### src/rtl/i2c_cfg_arbiter.sv
// Round-robin arbiter that shares one I2C configuration controller among four requesters.
// Optional feature macro: I2C_ARB_RETRY_EN (retry a NACKed transfer up to MAX_RETRY extra times).
module i2c_cfg_arbiter #(
    parameter int MAX_RETRY   = 3,
    parameter int TIMEOUT_CYC = 65535
) (
    input  logic        iCLK,
    input  logic        iRST_N,
    input  logic [3:0]  iREQ,
    input  logic [95:0] iDATA,
    output logic [3:0]  oGNT,
    output logic [3:0]  oDONE,
    output logic [3:0]  oERR,
    output logic [23:0] oI2C_DATA,
    output logic        oI2C_GO,
    input  logic        iI2C_END,
    input  logic        iI2C_ACK,
    output logic        oBUSY
);
    typedef enum logic [1:0] {IDLE, WAIT, DROP, DONE} state_t;

    localparam logic [15:0] ToLimit = 16'(TIMEOUT_CYC);

    state_t      state, stateNxt;
    logic [1:0]  last, lastNxt, winner;
    logic [3:0]  gntNxt, doneNxt, errNxt;
    logic [23:0] dataNxt;
    logic        goNxt;
    logic [15:0] toCnt, toCntNxt, toInc;
    logic        nack, nackNxt, tmo, tmoNxt;
    logic        retryOk;

    assign oBUSY = (state != IDLE);
    assign toInc = (toCnt == 16'hFFFF) ? toCnt : toCnt + 16'd1;

    // Scan from the highest offset down so the nearest requester after 'last' wins.
    always_comb begin
        winner = last;
        for (int i = 4; i >= 1; i--) begin
            if (iREQ[last + 2'(i)]) winner = last + 2'(i);
        end
    end

`ifdef I2C_ARB_RETRY_EN
    localparam int RetryW = (MAX_RETRY > 1) ? $clog2(MAX_RETRY + 1) : 1;

    logic [RetryW-1:0] retryCnt;

    assign retryOk = nack && !tmo && (32'(retryCnt) < 32'(MAX_RETRY));

    always_ff @(posedge iCLK or negedge iRST_N) begin
        if (!iRST_N) begin
            retryCnt <= '0;
        end else if (state == IDLE) begin
            retryCnt <= '0;
        end else if (state == DROP && !iI2C_END && retryOk) begin
            retryCnt <= retryCnt + RetryW'(1);
        end
    end
`else
    assign retryOk = 1'b0;
`endif

    always_comb begin
        stateNxt = state;
        gntNxt   = oGNT;
        doneNxt  = '0;
        errNxt   = '0;
        dataNxt  = oI2C_DATA;
        goNxt    = oI2C_GO;
        lastNxt  = last;
        toCntNxt = toCnt;
        nackNxt  = nack;
        tmoNxt   = tmo;
        case (state)
            IDLE: begin
                if (|iREQ) begin
                    stateNxt = WAIT;
                    gntNxt   = 4'b0001 << winner;
                    dataNxt  = iDATA[24*winner +: 24];
                    goNxt    = 1'b1;
                    lastNxt  = winner;
                    toCntNxt = '0;
                    nackNxt  = 1'b0;
                    tmoNxt   = 1'b0;
                end
            end
            WAIT: begin
                toCntNxt = toInc;
                // A controller END in the same cycle as the limit still counts as a real answer.
                if (iI2C_END) begin
                    nackNxt  = iI2C_ACK;
                    goNxt    = 1'b0;
                    stateNxt = DROP;
                end else if (toInc >= ToLimit) begin
                    tmoNxt   = 1'b1;
                    goNxt    = 1'b0;
                    stateNxt = DROP;
                end
            end
            DROP: begin
                if (!iI2C_END) begin
                    if (retryOk) begin
                        stateNxt = WAIT;
                        goNxt    = 1'b1;
                        toCntNxt = '0;
                        nackNxt  = 1'b0;
                    end else begin
                        stateNxt = DONE;
                        doneNxt  = oGNT;
                        errNxt   = (nack || tmo) ? oGNT : 4'b0000;
                    end
                end
            end
            DONE: begin
                stateNxt = IDLE;
                gntNxt   = '0;
            end
            default: stateNxt = IDLE;
        endcase
    end

    always_ff @(posedge iCLK or negedge iRST_N) begin
        if (!iRST_N) begin
            state     <= IDLE;
            oGNT      <= '0;
            oDONE     <= '0;
            oERR      <= '0;
            oI2C_DATA <= '0;
            oI2C_GO   <= 1'b0;
            last      <= 2'd3;
            toCnt     <= '0;
            nack      <= 1'b0;
            tmo       <= 1'b0;
        end else begin
            state     <= stateNxt;
            oGNT      <= gntNxt;
            oDONE     <= doneNxt;
            oERR      <= errNxt;
            oI2C_DATA <= dataNxt;
            oI2C_GO   <= goNxt;
            last      <= lastNxt;
            toCnt     <= toCntNxt;
            nack      <= nackNxt;
            tmo       <= tmoNxt;
        end
    end
endmodule

### config.mk
export PLATFORM = sky130hd
export DESIGN_NAME = i2c_cfg_arbiter
export DESIGN_NICKNAME = d
export VERILOG_FILES = /design/src/rtl/i2c_cfg_arbiter.sv
export SDC_FILE = /design/constraint.sdc
export NUM_CORES = 1
export LEC_CHECK = 0
export ABC_AREA = 0
export BUFFER_PORTS_ARGS = -buffer_cell sky130_fd_sc_hd__buf_2
export CAP_MARGIN = 20
export CORE_MARGIN = 2
export CORE_UTILIZATION = 45
export CTS_CLUSTER_SIZE = 40
export DETAILED_ROUTE_END_ITERATION = 10
export PLACE_DENSITY = 0.87
export SLEW_MARGIN = 20
export SYNTH_ARGS = -nofsm -noshare
export SYNTH_HDL_FRONTEND = slang
export SYNTH_SLANG_ARGS = --single-unit
### constraint.sdc
create_clock -name iCLK -period 2.45 [get_ports iCLK]
set_input_delay 0.49 -clock iCLK [delete_from_list [all_inputs] [get_ports iCLK]]
set_output_delay 0.49 -clock iCLK [all_outputs]
set_load 0.02 [all_outputs]
---- After elaboration in Yosys (flattened, before gate mapping) ----
Index checks and enable logic that the tools add are counted.
storage, ports and cells
  register bits after elaboration ......... 59
  input bits .............................. 104
  output and inout bits ................... 38
  logic and storage cells ................. 78
cells by class
  $add $sub $neg .......................... 4
  $mul .................................... 1
  magnitude comparators ................... 4
  equal/unequal tests ..................... 10
  shift operators ......................... 2
  mux-type cells .......................... 34
  reduce and logical (&&, ||, !) cells .... 13
operators by type and width
  cell                   number
  $shiftx 96x8->24       1
  $mux 16                2
  $pmux 16 s2            1
  $mux 4                 6
  $add 16x1->16 const B  1
  $eq 16x16->1 const B   1
  $ge 16x16->1 const B   1
  $mux 2                 7
  $mux 1                 10
  $ne 2x2->1 const B     5
  $lt 2x3->1 const B     3
  $reduce_and 3->1       3
  $pmux 2 s4             1
  $pmux 4 s2             1
  $bmux 1 s2             3
  $pmux 1 s2             3
  $reduce_and 2->1       3
  $reduce_bool 2->1      3
  $add 2x2->2 const B    2
  $eq 2x2->1 const B     2
  $mul 2x2->4 const A    1
  $reduce_and 4->1       1
  $reduce_or 4->1        1
  $shl 1x2->4 const A    1
  5 further kinds        5

---- Depth between registers and ports, before layout ----
Gate-level depths: netlist (run 1).
  depth in word-level cells ............... 9
  depth in mapped cells ................... 11
  mapped depth without buffers ............ 9

---- Worst setup path before layout (run 1) ----
Ideal clock, no wire load.
  kind .................................... register -> register
  start point ............................. register toCnt[0]
  end point ............................... register state[1]
  setup time .............................. 0.128 ns
  arrival ................................. 2.484 ns
  slack ................................... -0.161 ns
  stages on the path, launching flop included .. 11
  clock period less this slack ............ 2.611 ns
  cells stage by stage .................... dfrtp_1 ha_1 buf_2 nand4_4 nor3_4 a31o_1 o311ai_1 or3_4 a2111oi_4 o311ai_2 mux2_1
between the ends
  cells in the longest elaborated chain, start to end .. 5
RTL lines
  item                                                  RTL line  RTL
  start: declaration                                    29        logic [15:0] toCnt, toCntNxt, toInc;
  start signal: assignment                              143       toCnt <= toCntNxt;
  $add 16x1->16 / $eq 16x16->1 (equally long branches)  34        assign toInc = (toCnt == 16'hFFFF) ? toCnt : toCnt + 16'd1;
  $mux 16 (*)                                           34
  $ge 16x16->1 (*)                                      95        end else if (toInc >= ToLimit) begin
  $ne 3x3->1 (no source line) (*)                       -
  $reduce_and 3->1 (no source line) (*)                 -
  end signal: assignment                                136       state <= stateNxt;
  end: declaration                                      24        state_t state, stateNxt;
Mark *: on every way between the ends. The rest lies on a longest branch, timed or not.
A chain may end at the register's enable or synchronous reset.

---- Final worst setup path (run 1) ----
Same ends and word-level chain as after synthesis.

==> reports/results.ini, run 1 <==
[yosys]
synth_enable_flop_cells = 0
ys_ff_latch = 59
ys_top_cells_by_area = dfrtp_1 39%, mux2_2 7.4%, mux2i_1 6.8%, o21ai_0 6.8%, a21oi_1 5.1%
syn_area_per_cell_um2 = 8.926
ys_seq_area_frac = 0.4041
synthArstFlopShare = 1.000
netlist_area_um2 = 3660
yosysTopAreaCell = dfrtp_1
synth_top_area_share = 0.3897
synth_fp_nets = 520
synth_cells = 410
ys.warnings.count = 0
synth_cell_type_count = 53
ys.flop_type = dfrtp_1

[sta]
clock-skew-final_ns = 0.01350
fmax_mhz = 400.3
tightest_slew_ns = 0.6653
slew_viol_final = 0
final.setup.worst_slack_ns = -0.04805
hold_viol_final = 0
finalSetupViolCount = 1
rsz0062_at_grt = true
min_period_ns = 2.498
final_min_period_over_clock_period = 1.020
relSlewSlack = 0.5565

[worst_setup_path]
path_buf_inv = 0
critPathMostFrequentCell = o311ai_2
slowest_delay_ns = 0.39
crit_path_start_kind = flip-flop
crit_fanout = 5
slowest_stage = dfrtp_1
worstPathCellList = ha_4, nand4_4, nor3_4, a31o_1, o311ai_2, or3_4, a2111oi_4, o311ai_2, mux2_1
crit_family = compound AO/OA/AOI/OAI gates
crit_type = reg -> reg
cp_data_required_time_ns = 2.67
cp-end-kind = flip-flop
crit_arrival_ns = 2.72

[floorplan]
rows = 32
die_y_um = 94.18
io_pins = 142
fp.dieArea_um2 = 8870
die_w_um = 94.18
core_um2 = 7807
start_util = 0.4688

[cells_and_area]
final_util = 0.6633
layout.cells.non_filler = 693
final_common_cell = buf_2
stdcell_area_um2 = 5179
nFillCells = 615
area_growth_pct = 41.50
nNetsFinal = 696
diodes = 0
drive_gt1_frac = 0.4281
layout_common_cells = 141 x buf_2, 57 x dfrtp_1, 49 x o21ai_0

[place]
gp_congestion = 0.9013
hpwl_um = 7987
numPlacedInstances = 666
dp_slack_ns = -0.1198
portBuffers = 141
placed_area_um2 = 4736

[worst_hold_path]
hold_class = in -> async

[drt]
first_pass_iters = 5
drtIter0Drc = 259
wl_per_cell_um = 15.95
vias = 3795
routed_via_density = 5.476
ant_nets = 0
drc = 0
wl_um = 11050

[power]
p_leak_uw = 0.002572
power_density_nw_per_um2 = 1078
ir_drop_uv = 751.4

[clocking]
hold_buffers = 0
cts_tree = yes
cts.sinks = 59
clkTransAtPathRegs_ns = 0.08
cts_root_buf = clkbuf_8
clock_latency_ns = 0.34
htreeDepth = 3
cts_made_buffers = 9
clk_path_buf_depth = 2

[grt]
grt_pass1_wl_um = 17080
first_global_vias = 3607
antenna_found_initial = 0
grt_overflow = 0
grt_max_degree = 53
grt_use_total = 0.2476

[run_status]
outcome = finished with violations
violations = negative setup slack

[flow_run]
max-cap-violations = 0

## Yosys cell counts, types with 2 or more instances
master	count
nand2_1	49
and2_1	10
a22o_1	6
ha_1	6
a31oi_1	4
mux2_2	24
a22oi_1	2
nor3_1	4
mux2i_1	25
and4_1	4
clkbuf_1	16
buf_2	10
o21ai_0	50
o31ai_1	7
a41oi_1	2
nand3_1	10
dfstp_2	2
a21oi_1	37
dfrtp_1	57
nor2_1	41
nand4_1	5
inv_1	8
## metrics by stage
step	setup TNS (ns)	hold WS [ns]	total power, uW
finish	-0.04805	0.1706	5585
global route	-0.4513	0.1977	5949
CTS	-0.02309	0.1772	5242
detailed placement	-0.2008	0.4650	4188
global placement	-0.04297	0.4578	4084
floorplan	-0.1362	0.1944	3269
## logic make-up after synthesis
group,after synthesis,synth area share
adder cells (fa/ha/maj),6,0.02051
multiplexers,50,0.1453
buffers and inverters,35,0.03966
XOR/XNOR,1,0.002394
AND/OR/NAND/NOR,135,0.1822
flip-flops,59,0.4041
AO/OA/AOI/OAI,124,0.2058
## cell type report
type	count	area (um^2)	area share
multi-input cells	316	2118	0.4090
flip-flops and latches	59	1479	0.2856
repair buffers	192	1201	0.2319
well taps	102	127.6	0.02464
clock buffers	9	123.9	0.02392
clock inverters	7	98.84	0.01909
inverters	8	30.03	0.005798
## power breakdown
part / switching [uW] / internal [uW]
logic: 1750 / 1350
clock network: 432 / 579
registers: 198 / 1270
total: 2380 / 3200
## registers in the layout, summed over array words and instances, names as in the netlist
signal,cells
oGNT,4
last,2
oI2C_GO,1
oDONE,4
toCnt,16
oERR,4
nack,1
tmo,1
oI2C_DATA,24
state,2
## per-layer routing
layer  vias up  track usage  share of wire
met1      1770       0.3152           0.41
met5         -            0              0
met4         0       0.1014          0.025
met3        22      0.05056          0.063
li1       1830            -              -
met2       173       0.4101           0.51
## repair_timing
action                     4_1_cts  5_1_grt
setup endpoints to repair        5       25
setup buffers                    1        7
gates cloned                     0        2
gates resized for setup          7        8
pin swaps                        3        0
## final timing paths
check	startpoint	slack, ns	cells past startpoint	end
worst max-delay path	toCnt[0]	-0.05	9	state[1]
worst min register to register	oI2C_DATA[0]	0.48	2	oI2C_DATA[0]
max in group asynchronous	iRST_N	1.67	2	oI2C_DATA[7]
worst min-delay path	iRST_N	0.17	1	oGNT[3]
worst max register to register	toCnt[0]	-0.05	9	state[1]
min in group iCLK	iI2C_ACK	0.44	3	nack
Note: power is estimated with default switching activity, not from simulation.
==> run 2, diff against run 1 <==
--- a/config.mk
+++ b/config.mk
@@ -13,6 +13,7 @@
 export CTS_CLUSTER_SIZE = 40
 export DETAILED_ROUTE_END_ITERATION = 10
 export PLACE_DENSITY = 0.87
+export SKIP_CTS_REPAIR_TIMING = 1
 export SLEW_MARGIN = 20
 export SYNTH_ARGS = -nofsm -noshare
 export SYNTH_HDL_FRONTEND = slang
==> reports/results.ini, run 2 (synthesized netlist as in run 1, its figures left out) <==
[worst_setup_path]
crit_type = reg -> reg
crit_path_start_kind = flip-flop
rr_worst_depth = 9
path_buf_inv = 1
r2r_slack_ns = -0.04
crit_fanout = 6
cp_data_required_time_ns = 2.67
slowest_delay_ns = 0.42
worstPathCellList = buf_4, and4_1, and2_4, nand3_1, o21ai_0, or3_4, a2111oi_4, o311ai_2, mux2_1
slowest_stage = or3_4
cp-end-kind = flip-flop
r2r-end = state[1]
worstReg2RegStart = toCnt[0]
crit_family = simple AND/OR/NAND/NOR gates
crit_arrival_ns = 2.70

[drt]
first_pass_iters = 5
wl_um = 10980
vias = 3784
ant_nets = 0
wl_per_cell_um = 15.86
drtIter0Drc = 243
drc = 0
routed_via_density = 5.468

[grt]
antenna_found_initial = 0
grt_pass1_wl_um = 17000
grt_overflow = 0
first_global_vias = 3602
grt_use_total = 0.2465
grt_max_degree = 53

[cells_and_area]
top_register = oI2C_DATA
final_util = 0.6644
nNetsFinal = 695
largestRegisters = oI2C_DATA x24, toCnt x16
layout_common_cells = 141 x buf_2, 57 x dfrtp_1, 49 x o21ai_0
largest_reg_flops = 24
diodes = 0
final_common_cell = buf_2
nFillCells = 615
drive_gt1_frac = 0.4288
area_growth_pct = 41.74
layout.cells.non_filler = 692

[clocking]
cts_root_buf = clkbuf_8
clkTransAtPathRegs_ns = 0.08
htreeDepth = 3
cts_tree = yes
cts.sinks = 59
clk_path_buf_depth = 2
cts_made_buffers = 9
clock_latency_ns = 0.34

[floorplan]
die_y_um = 94.18
io_pins = 142
die_w_um = 94.18
start_util = 0.4688
fp.dieArea_um2 = 8870
core_um2 = 7807
rows = 32

[power]
swShare = 0.4235
total_power_uw = 5555
ir_drop_uv = 725.3
power_density_nw_per_um2 = 1071
p_leak_uw = 0.002572
p_int_uw = 3203
sequentialPowerShare = 0.264
p_comb_frac = 0.556
switchingPower_uw = 2352
power.share.clock = 0.181

[place]
portBuffers = 141
hpwl_um = 7987
numPlacedInstances = 666
gp_congestion = 0.9013

[sta]
slew_viol_final = 0
tightest_slew_ns = 0.6685
tns_ns = -0.03844
final.setup.worst_slack_ns = -0.03844
hold_slack_ns = 0.1786
rsz0062_at_grt = true
clock-skew-final_ns = 0.01215
hold_viol_final = 0
relSlewSlack = 0.5544
fmax_mhz = 401.9
final_min_period_over_clock_period = 1.016
min_period_ns = 2.488
finalSetupViolCount = 1

[run_status]
outcome = finished with violations
violations = negative setup slack

[worst_hold_path]
hold_class = in -> async

[flow_run]
max-cap-violations = 0

## run 2: cell count changes in the layout (fill, tap and decap cells not counted), sizes merged
cell,before,now
buf,190,189
## run 2: cell type report
type                    instances  area, um^2  share of cell area
clock buffers                   9       123.9             0.02388
clock inverters                 7       98.84             0.01905
inverters                       8       30.03            0.005789
multi-input cells             316        2122              0.4091
flip-flops and latches         59        1479              0.2851
well taps                     102       127.6             0.02460
repair buffers                191        1206              0.2325
## run 2: worst register-to-register path: stages, from the launching register on
cell	delay, ns
dfrtp_1	0.41
buf_4	0.17
and4_1	0.21
and2_4	0.18
nand3_1	0.08
o21ai_0	0.10
or3_4	0.42
a2111oi_4	0.34
o311ai_2	0.14
mux2_1	0.33
## run 2: metal layers
| layer | up-vias | GRT usage | share of wire |
|---|---|---|---|
| met1 | 1760 | 0.3137 | 0.40 |
| met2 | 174 | 0.4119 | 0.51 |
| met4 | 0 | 0.09903 | 0.027 |
| met3 | 26 | 0.04735 | 0.067 |
| li1 | 1824 | - | - |
| met5 | - | 0 | 0 |
## run 2: power groups by stage
stage	clock (uW)	combinational (uW)	sequential [uW]
2_1_floorplan	0	1570	1700
3_3_place_gp	0	2620	1460
3_5_place_dp	0	2710	1480
4_1_cts	1020	2720	1460
5_1_grt	1070	3360	1500
6_report	1000	3090	1470
## run 2: how the worst max path moves through the flow
stage	slack, ns	start	cells after the start	to
3_3_place_gp	-0.04	toCnt[0]	9	state[1]
6_report	-0.04	toCnt[0]	9	state[1]
5_1_grt	-0.14	toCnt[0]	9	state[1]
4_1_cts	-0.13	toCnt[0]	9	state[1]
3_5_place_dp	-0.12	toCnt[0]	9	state[1]
2_1_floorplan	-0.14	toCnt[0]	11	state[1]
## run 2: through the flow
step	setup WS, ns	area [um^2]
after floorplan	-0.1362	3671
after global placement	-0.04297	4736
after detailed placement	-0.1198	4736
after CTS	-0.1297	4959
after global routing	-0.1441	5187
final	-0.03844	5187
==> run 3, diff against run 2 <==
--- a/config.mk
+++ b/config.mk
@@ -9,11 +9,12 @@
 export BUFFER_PORTS_ARGS = -buffer_cell sky130_fd_sc_hd__buf_2
 export CAP_MARGIN = 20
 export CORE_MARGIN = 2
-export CORE_UTILIZATION = 45
+export CORE_UTILIZATION = 53
 export CTS_CLUSTER_SIZE = 40
 export DETAILED_ROUTE_END_ITERATION = 10
-export PLACE_DENSITY = 0.87
+export PLACE_DENSITY = 0.95
 export SKIP_CTS_REPAIR_TIMING = 1
+export SKIP_LAST_GASP = 1
 export SLEW_MARGIN = 20
 export SYNTH_ARGS = -nofsm -noshare
 export SYNTH_HDL_FRONTEND = slang
==> constraint.sdc (replaced) <==
create_clock -name iCLK -period 3.1 [get_ports iCLK]
set_input_delay 0.62 -clock iCLK [delete_from_list [all_inputs] [get_ports iCLK]]
set_output_delay 0.62 -clock iCLK [all_outputs]
set_load 0.02 [all_outputs]
==> reports/results.ini, run 3 (synthesized netlist as in run 1, its figures left out) <==
[worst_setup_path]
r2r_slack_ns = 0.20
crit_path_start_kind = flip-flop
path_buf_inv = 0
cp_data_required_time_ns = 3.30
worstPathCellList = ha_2, nand4_4, nor4_4, nor2_2, nor3_1, a31oi_1, a2111oi_4, o311ai_2, mux2_1
slowest_delay_ns = 0.47
crit_type = reg -> reg
worstReg2RegStart = toCnt[0]
crit_family = simple AND/OR/NAND/NOR gates
crit_arrival_ns = 3.10
crit_fanout = 9
cp-end-kind = flip-flop
startpoint = toCnt[0]
slowest_stage = nor4_4

[clocking]
clock_latency_ns = 0.33
clk_path_buf_depth = 2
clkTransAtPathRegs_ns = 0.07
htreeDepth = 3
cts_root_buf = clkbuf_8
cts_made_buffers = 9
cts.sinks = 59
cts_tree = yes

[cells_and_area]
area_growth_pct = 27.42
layout_common_cells = 141 x buf_2, 57 x dfrtp_1, 50 x o21ai_0
drive_gt1_frac = 0.3626
top_register = oI2C_DATA
diodes = 0
nNetsFinal = 651
final_common_cell = buf_2
layout.cells.non_filler = 626
largest_reg_flops = 24
largestRegisters = oI2C_DATA x24, toCnt x16

[floorplan]
start_util = 0.5447
rows = 30
die_w_um = 87.10
io_pins = 142
die_y_um = 87.10
core_um2 = 6719
fp.dieArea_um2 = 7586

[drt]
met1Wirelength_um = 3942
vias = 3585
wl_um = 9796
drtIter0Drc = 214
routed.top_layer = met4
ant_nets = 0
met3WireLength_um = 587
drc = 0
first_pass_iters = 5
wl_per_cell_um = 15.65
dr_wl_met2_um = 4880
routed_via_density = 5.727

[sta]
tightest_slew_ns = 1.031
finalSetupViolCount = 0
rsz0062_at_grt = false
slew_viol_final = 0
fmax_mhz = 345.2
tns_ns = 0
final_min_period_over_clock_period = 0.9344
clock-skew-final_ns = 0.01151
min_period_ns = 2.897
hold_viol_final = 0
relSlewSlack = 0.3112

[flow_run]
max-cap-violations = 0

[power]
p_leak_uw = 0.002297
ir_drop_uv = 408.2
power_density_nw_per_um2 = 860.7

[grt]
grt_use_total = 0.2707
grt_max_degree = 55
antenna_found_initial = 0
grt_overflow = 0
first_global_vias = 3567
grt_pass1_wl_um = 16240

[worst_hold_path]
hold_class = in -> async

[place]
gp_congestion = 0.9421
numPlacedInstances = 610
portBuffers = 141
hpwl_um = 7384

[run_status]
outcome = finished clean

-- run 3: cell types whose count changed in the layout (fill, tap and decap cells not counted), sizes merged --
| cell | previous run | this run |
|---|---|---|
| buf | 189 | 147 |
| clkinv | 2 | 0 |
| clkinvlp | 1 | 0 |
| clkbuf | 11 | 14 |
| inv | 10 | 8 |
-- run 3: final timing paths --
kind                                  to  cells after the start
max                             state[1]                      9
min                        oI2C_DATA[20]                      1
max reg2reg                     state[1]                      9
min reg2reg                oI2C_DATA[13]                      2
max in group asynchronous        last[1]                      2
min in group iCLK          oI2C_DATA[13]                      2
-- run 3: layout make-up --
cell class	instances	area, um^2
multi-input cells	316	2068
fillers	500	2056
flip-flops and latches	59	1479
repair buffers	147	763.2
clock buffers	14	162.7
well taps	80	100.1
clock inverters	2	60.06
inverters	8	30.03
-- run 3: routing by layer --
| layer | vias to the layer above | GRT usage |
|---|---|---|
| li1 | 1735 | - |
| met1 | 1654 | 0.3273 |
| met2 | 158 | 0.4587 |
| met3 | 38 | 0.05024 |
| met4 | 0 | 0.1413 |
| met5 | - | 0 |
-- run 3: worst register-to-register path, delay by kind of cell, from the launching register on --
family                   cells  cell delay (ns)
AND/OR/NAND/NOR              4             0.94
adder cells (fa/ha/maj)      1             0.33
flip-flops                   1             0.45
AO/OA/AOI/OAI                3             0.71
multiplexers                 1             0.35
-- run 3: per-stage QoR --
| stage | utilization | hold slack [ns] | instance area [um^2] | total power [uW] | setup WS, ns |
|---|---|---|---|---|---|
| 5_1_grt | 0.6940 | 0.2851 | 4663 | 4293 | 0.06932 |
| 2_1_floorplan | - | 0.3244 | 3660 | 2582 | 0.4889 |
| 3_3_place_gp | 0.6605 | 0.4568 | 4438 | 3094 | 0.2650 |
| 6_report | 0.6940 | 0.2504 | 4663 | 4014 | 0.2034 |
| 4_1_cts | 0.6937 | 0.2607 | 4661 | 4004 | 0.1543 |
| 3_5_place_dp | 0.6605 | 0.4694 | 4438 | 3204 | 0.1701 |
-- run 3: power breakdown --
group          switching [uW]  total (uW)  leakage (uW)  internal (uW)
clock                     292         790      0.000111            498
sequential                164        1170      0.000771           1010
combinational            1270        2050       0.00141            785
total                    1720        4010       0.00230           2290
